$ cat src/rtl/error_abs_seq.sv
// Element-wise saturating |x| over a captured N x N signed matrix, LANES per cycle,
// with running max, sticky saturation flag and a threshold convergence flag.
module error_abs_seq #(
    parameter int unsigned WIDTH = 26,
    parameter int unsigned FRAC  = 13,
    parameter int unsigned N     = 4,
    parameter int unsigned LANES = 4
) (
    input  logic                     clk_abs,
    input  logic                     rst_abs,
    input  logic                     en_abs,
    input  logic                     start,
    input  logic [WIDTH-1:0]         thresh,
    input  logic [N*N*WIDTH-1:0]     i_mat,
    output logic [N*N*WIDTH-1:0]     o_mat,
    output logic [WIDTH-1:0]         max_abs,
    output logic                     conv,
    output logic                     sat,
    output logic                     busy,
    output logic                     done
);

    localparam int unsigned E  = N * N;
    localparam int unsigned NG = E / LANES;
    localparam int unsigned GW = (NG > 1) ? $clog2(NG) : 1;

    localparam logic [WIDTH-1:0] MIN_VAL = {1'b1, {(WIDTH-1){1'b0}}};
    localparam logic [WIDTH-1:0] MAX_POS = {1'b0, {(WIDTH-1){1'b1}}};

    if ((E % LANES) != 0) begin : g_bad_lanes
        $fatal(1, "error_abs_seq: N*N must be divisible by LANES");
    end
    if (FRAC >= WIDTH) begin : g_bad_frac
        $fatal(1, "error_abs_seq: FRAC must be smaller than WIDTH");
    end

    typedef enum logic [1:0] {
        S_IDLE = 2'd0,
        S_RUN  = 2'd1,
        S_DONE = 2'd2
    } state_t;

    state_t state_q, state_nxt;

    logic                                capture;
    logic                                step;
    logic                                last;
    logic [GW-1:0]                       g_q;
    logic [NG-1:0][LANES-1:0][WIDTH-1:0] mat_q;
    logic [WIDTH-1:0]                    thresh_q;
    logic [WIDTH-1:0]                    max_q;
    logic                                conv_q;
    logic                                sat_q;
    logic                                busy_q;
    logic                                done_q;

    logic [WIDTH-1:0] lane_in  [LANES];
    logic [WIDTH-1:0] lane_abs [LANES];
    logic [WIDTH-1:0] max_chain[LANES+1];
    logic [LANES-1:0] lane_min;
    logic [WIDTH-1:0] max_nxt;
    logic             sat_any;

    // State register
    always_ff @(posedge clk_abs or posedge rst_abs) begin
        if (rst_abs) begin
            state_q <= S_IDLE;
        end else begin
            state_q <= state_nxt;
        end
    end

    // Next-state and per-cycle control strobes
    always_comb begin
        state_nxt = state_q;
        capture   = 1'b0;
        step      = 1'b0;
        last      = 1'b0;
        case (state_q)
            S_IDLE: begin
                if (start) begin
                    capture   = 1'b1;
                    state_nxt = S_RUN;
                end
            end
            S_RUN: begin
                if (en_abs) begin
                    step = 1'b1;
                    if (g_q == GW'(NG - 1)) begin
                        last      = 1'b1;
                        state_nxt = S_DONE;
                    end
                end
            end
            S_DONE:  state_nxt = S_IDLE;
            default: state_nxt = S_IDLE;
        endcase
    end

    // Per-lane saturating absolute value of the current group
    for (genvar l = 0; l < LANES; l++) begin : g_lane
        assign lane_in[l]  = mat_q[g_q][l];
        assign lane_min[l] = (lane_in[l] == MIN_VAL);
        assign lane_abs[l] = lane_min[l]      ? MAX_POS :
                             lane_in[l][WIDTH-1] ? WIDTH'(WIDTH'(0) - lane_in[l]) :
                             lane_in[l];
        assign max_chain[l+1] = (lane_abs[l] > max_chain[l]) ? lane_abs[l] : max_chain[l];
    end

    assign max_chain[0] = max_q;
    assign max_nxt      = max_chain[LANES];
    assign sat_any      = |lane_min;

    // Capture, running max, sticky saturation and convergence
    always_ff @(posedge clk_abs or posedge rst_abs) begin
        if (rst_abs) begin
            g_q      <= '0;
            mat_q    <= '0;
            thresh_q <= '0;
            max_q    <= '0;
            conv_q   <= 1'b0;
            sat_q    <= 1'b0;
            busy_q   <= 1'b0;
            done_q   <= 1'b0;
        end else begin
            busy_q <= (state_nxt == S_RUN);
            done_q <= (state_nxt == S_DONE);
            if (capture) begin
                mat_q    <= i_mat;
                thresh_q <= thresh;
                max_q    <= '0;
                sat_q    <= 1'b0;
                conv_q   <= 1'b0;
                g_q      <= '0;
            end else if (step) begin
                max_q <= max_nxt;
                sat_q <= sat_q | sat_any;
                g_q   <= last ? '0 : GW'(g_q + GW'(1));
                if (last) begin
                    conv_q <= (max_nxt <= thresh_q);
                end
            end
        end
    end

    // Result slots: each is written only on the edge that processes its group
    for (genvar g = 0; g < NG; g++) begin : g_grp
        for (genvar l = 0; l < LANES; l++) begin : g_slot
            logic [WIDTH-1:0] o_q;
            always_ff @(posedge clk_abs or posedge rst_abs) begin
                if (rst_abs) begin
                    o_q <= '0;
                end else if (step && (g_q == GW'(g))) begin
                    o_q <= lane_abs[l];
                end
            end
            assign o_mat[(g*LANES + l)*WIDTH +: WIDTH] = o_q;
        end
    end

    assign max_abs = max_q;
    assign conv    = conv_q;
    assign sat     = sat_q;
    assign busy    = busy_q;
    assign done    = done_q;

endmodule

$ cat config.mk
export PLATFORM = sky130hd
export DESIGN_NAME = error_abs_seq
export DESIGN_NICKNAME = d
export VERILOG_FILES = /design/src/rtl/error_abs_seq.sv
export SDC_FILE = /design/constraint.sdc
export NUM_CORES = 2
export LEC_CHECK = 0
export CAP_MARGIN = 15
export CORE_AREA = 2 2 350 352
export DETAILED_ROUTE_END_ITERATION = 8
export DIE_AREA = 0 0 352 354
export DONT_BUFFER_PORTS = 1
export PLACE_DENSITY_LB_ADDON = 0.15
export SLEW_MARGIN = 20
export SYNTH_ARGS = -nofsm -noshare
export SYNTH_HDL_FRONTEND = slang
export SYNTH_SLANG_ARGS = --single-unit
$ cat constraint.sdc
create_clock -name clk_abs -period 32.5 [get_ports clk_abs]
set_input_delay 4.875 -clock clk_abs [delete_from_list [all_inputs] [get_ports clk_abs]]
set_output_delay 4.875 -clock clk_abs [all_outputs]
set_load 0.01 [all_outputs]
# Yosys cells after proc, flatten, opt, wreduce, memory -nomap -nowiden
# Cells that the tools add are included.
[totals]
ff_bits = 892
input_bits = 446
word_cells = 107
[classes]
n_addsub = 5
order_cmp = 6
n_eq_ne = 10
muxes = 35
n_bitwise = 1
reduce_logical = 10
[op_table]
columns = ["cell", "count"]
rows = [
  ["$mux W26", 14],
  ["$bmux W104 S2", 1],
  ["$eq A26 B26 Y1 const B", 4],
  ["$gt A26 B26 Y1", 4],
  ["$mux W104", 1],
  ["$sub A1 B26 Y26 const A", 4],
  ["$le A26 B26 Y1", 1],
  ["$mux W1", 12],
  ["$mux W2", 6],
  ["$eq A2 B1 Y1 const B", 3],
  ["$eq A2 B2 Y1 const B", 3],
  ["$logic_and A1 B1 Y1", 4],
  ["$logic_not A2 Y1", 2],
  ["$pmux W2 S2", 1],
  ["$reduce_bool A2 Y1", 2],
  ["$reduce_or A4 Y1", 1],
  ["$lt A2 B3 Y1 const B", 1],
  ["$add A2 B1 Y2 const B", 1],
  ["$reduce_and A2 Y1", 1],
  ["$or A1 B1 Y1", 1],
]

# Depth between registers and ports, before layout
[logic_depth]
depth_word = 17
depth_mapped = 79
depth_no_buf = 66

# Worst setup path after synthesis
# Ideal clock, no wire load.
[synth_timing]
path_type = "register to register"
from = "reg g_q[0]"
to = "reg conv_q, in the netlist conv"
setup_ns = 0.088
t_arrival_ns = 14.405
slack_ns = 18.007
stages_incl_launch_ff = 73
path_cell_list = "dfrtp_1 buf_6 buf_8 buf_4 buf_2 mux4_2 inv_1 ha_1 inv_1 or3_1 clkbuf_1 or3_1 nor3_1 nand2_1 o21ai_0 mux2_2 inv_2 ha_1 [... 37 more ...] or3_1 o21ba_2 clkbuf_1 clkbuf_1 clkbuf_1 a21oi_1 ha_1 nor2b_1 o21a_1 o21a_1 o21a_1 o21a_1 o21a_1 o21a_1 o21a_1 o21ai_0 nand3b_1 a41oi_1"
[synth_lines]
columns = ["element", "line", "rtl"]
rows = [
  ["start: declaration", "48", "logic [GW-1:0] g_q;"],
  ["start signal: assignment", "138", "g_q <= last ? '0 : GW'(g_q + GW'(1));"],
  ["end signal: assignment", "140", "conv_q <= (max_nxt <= thresh_q);"],
  ["end: declaration", "52", "logic conv_q;"],
]

==> results.py <==
metrics = {
    "sta": {
        "finalSetupViolCount": 0,
        "slew_headroom_pct": 22.9,
        "max_clock_freq_mhz": 61.4,
        "unrepaired_setup_endpoints_after_global_routing": "false",
        "timing.final.crit_share_pct": 50.1,
        "worst_pin_slew_ns": 1.16,
        "timing.setup.tns_ns": 0,
        "timing.final.hold_violations": 0,
        "report.final.slew_viol_count": 0,
        "fin_skew_ns": 0.0296,
        "period_needed_ns": 16.29,
    },
    "logic_synthesis": {
        "synth_sequential_area_ratio_pct": 52.6,
        "postSynth.asyncResetShare_pct": 100,
        "ys_flop_type": "sky130_fd_sc_hd__dfrtp_1",
        "postSynthRegisterBits": 892,
        "synth_fp_nets": 5232,
        "syn-instance-count": 4649,
        "synth_area_mm2": 0.0424,
        "yosysWarningCount": 0,
        "synth_enable_flop_cells": 0,
        "synth.distinct_cells": 84,
        "avgSynthCellArea_um2": 9.13,
    },
    "global_routing": {
        "grt_usage_pct": 26.8,
        "grt_start_max_net_pins": 221,
        "overflow": 0,
        "via_count_of_the_first_global_routing_pass": 32600,
        "grt_antenna_before_repair": 30,
        "first_pass_grt_wire_length_um": 242000,
    },
    "clock_network": {
        "tritoncts.num_buffers": 101,
        "root_buffer": "sky130_fd_sc_hd__clkbuf_16",
        "cts_sinks": 892,
        "ctsHoldBuffers": 0,
        "resized_cells_post_cts": 0,
        "max-clock-path-buffers": 3,
        "ctsHtreeMaxLevel": 3,
        "post_cts_setup_buffer_count": 0,
        "clkSlewWorstSetupHoldPaths_ns": 0.06,
        "clk-insertion-delay-late_ns": 0.72,
        "tritoncts_clock_tree": "done",
    },
    "floorplan": {
        "design.die.area_mm2": 0.125,
        "start_util_pct": 35.1,
        "die-width_um": 352,
        "dieHeight_um": 354,
        "std_cell_rows": 128,
        "ioPinCount": 892,
        "placeableCoreArea_mm2": 0.121,
    },
    "routing": {
        "route.detailed.drc": 0,
        "wire_per_inst_um": 26.8,
        "drt_first_pass_iters": 6,
        "drt-total-wl_um": 169000,
        "drtAntennaViolNets": 0,
        "dr_total_vias": 32800,
        "vias_per_cell": 5.20,
        "initialDrtViolationCount": 2643,
    },
    "worst_setup_path": {
        "cp.required_ns": 33.12,
        "cell_with_the_biggest_individual_delay_on_the_critical_path": "sky130_fd_sc_hd__dfrtp_4",
        "worst_setup_path_startpoint": "g_q[1]$_DFFE_PP0P_",
        "timing.critical_path.fanout_max": 45,
        "timing.setup.critical_path_class": "reg -> reg",
        "crit_path_start_kind": "flip-flop",
        "worst_path_largest_cell_delay_ns": 0.88,
        "arrival_ns": 16.90,
        "regToRegStartpoint": "g_q[1]$_DFFE_PP0P_",
        "timing.critical_path.to_type": "flip-flop",
    },
    "worst_hold_path": {
        "worst_hold_startpoint": "mat_q[45]$_DFFE_PP0P_",
        "timing.hold.worst.class": "reg -> reg",
    },
    "run": {
        "reported_max_cap_violation_count": 0,
    },
    "layout": {
        "final_common_cell": "sky130_fd_sc_hd__nand2_1",
        "synthToLayoutAreaGrowth_pct": 13.0,
        "post_route_cells_drive_above_1_share_pct": 9.56,
        "num-nets-final": 5163,
        "layout.cells.most_common_list": "sky130_fd_sc_hd__nand2_1, sky130_fd_sc_hd__dfrtp_1, sky130_fd_sc_hd__o21ai_0, sky130_fd_sc_hd__inv_1, sky130_fd_sc_hd__nor2_1",
    },
    "placement": {
        "dp_hpwl_um": 127000,
        "placement.io_buffers": 0,
        "gp_congestion": 0.908,
    },
    "run_status": {
        "outcome": "finished clean",
    },
}
## cells by family (layout without fill, tap and decap cells)
| group | after synthesis | after routing | share of synthesized area, % |
|---|---|---|---|
| AND/OR/NAND/NOR | 2162 | 2162 | 20.5 |
| adder cells (fa/ha/maj) | 138 | 138 | 4.07 |
| flip-flops | 892 | 892 | 52.6 |
| XOR/XNOR | 52 | 52 | 1.07 |
| AO/OA/AOI/OAI | 818 | 818 | 11.0 |
| buffers and inverters | 439 | 455 | 4.15 |
| multiplexers | 148 | 148 | 6.61 |
| other | 0 | 12 | 0 |
## layout make-up
type                    count  area [µm²]
multi-input cells        3318       18400
inverters                 177         672
well taps                1625        2030
flip-flops and latches    892       22300
clock inverters            44         669
repair buffers             90         733
diodes                     12        30.0
fillers                 12200       73000
clock buffers             144        3040
## per-layer routing
| layer | global-route usage [%] | wire length (µm) |
|---|---|---|
| met1 | 35.2 | 71400 |
| met2 | 42.5 | 78400 |
| met3 | 8.13 | 14500 |
| met4 | 8.27 | 4570 |
| met5 | 0 | 117 |
## flip-flops by register name (all words and copies together), names as in the netlist
name,flops
g_q,2
mat_q,416
g_grp.g_slot.o_q,416
max_abs,26
thresh_q,26
sat,1
state_q,2
conv,1
busy,1
done,1
## per-stage QoR
step,std cells,setup WS (ns),hold slack (ns),cell area (µm²),util (%)
after floorplan,4649,2.55,0.437,42400,-
after global routing,6297,15.18,0.482,47900,39.6
final,6302,16.21,0.466,48000,39.7
after CTS,6289,16.38,0.471,47900,39.6
after global placement,6101,16.13,0.453,44200,36.5
after detailed placement,6101,16.44,0.457,44200,36.5
## critical path, delay by kind of cell (launching register included)
kind / cells / cell delay [ns]
buffers and inverters: 5 / 1.29
multiplexers: 2 / 0.57
AO/OA/AOI/OAI: 35 / 7.52
flip-flops: 1 / 0.88
AND/OR/NAND/NOR: 16 / 4.45
adder cells (fa/ha/maj): 5 / 1.34
## cells in the mapped netlist, types with 12 or more instances
cell type,number,area [µm²]
sky130_fd_sc_hd__nor3_1,22,110
sky130_fd_sc_hd__a21o_1,37,278
sky130_fd_sc_hd__ha_1,137,1710
sky130_fd_sc_hd__mux2i_1,22,220
sky130_fd_sc_hd__mux4_2,99,2230
sky130_fd_sc_hd__o21ai_0,501,2510
sky130_fd_sc_hd__nor2b_1,14,87.6
sky130_fd_sc_hd__nor2_1,147,552
sky130_fd_sc_hd__buf_2,18,90.1
sky130_fd_sc_hd__o31ai_1,12,90.1
sky130_fd_sc_hd__a211oi_1,15,113
sky130_fd_sc_hd__nand2_1,1791,6720
sky130_fd_sc_hd__and2_1,37,231
sky130_fd_sc_hd__xnor2_1,28,245
sky130_fd_sc_hd__nand3_1,27,135
sky130_fd_sc_hd__mux2_2,16,180
sky130_fd_sc_hd__nor4_1,22,138
sky130_fd_sc_hd__o21ai_1,16,80.1
sky130_fd_sc_hd__a21oi_1,122,611
sky130_fd_sc_hd__clkbuf_1,228,856
sky130_fd_sc_hd__or3_1,24,150
sky130_fd_sc_hd__xor2_1,24,210
sky130_fd_sc_hd__dfrtp_1,892,22300
sky130_fd_sc_hd__nand4_1,25,156
sky130_fd_sc_hd__o21a_1,31,233
sky130_fd_sc_hd__inv_1,173,649
## path summary, 6_finish.rpt
path	to	slack, ns	depth (start not counted)
min in group asynchronous	g_grp[3].g_slot[2].o_q[3]$_DFFE_PP0P_	4.16	1
worst max-delay path	conv$_DFFE_PP0P_	16.21	63
worst max register to register	conv$_DFFE_PP0P_	16.21	63
max in group asynchronous	mat_q[214]$_DFFE_PP0P_	24.29	5
worst min-delay path	mat_q[45]$_DFFE_PP0P_	0.47	2
worst min register to register	mat_q[45]$_DFFE_PP0P_	0.47	2
Power is not shown: default switching activity piles up to over one toggle a cycle in this logic, so the estimate is an artifact.
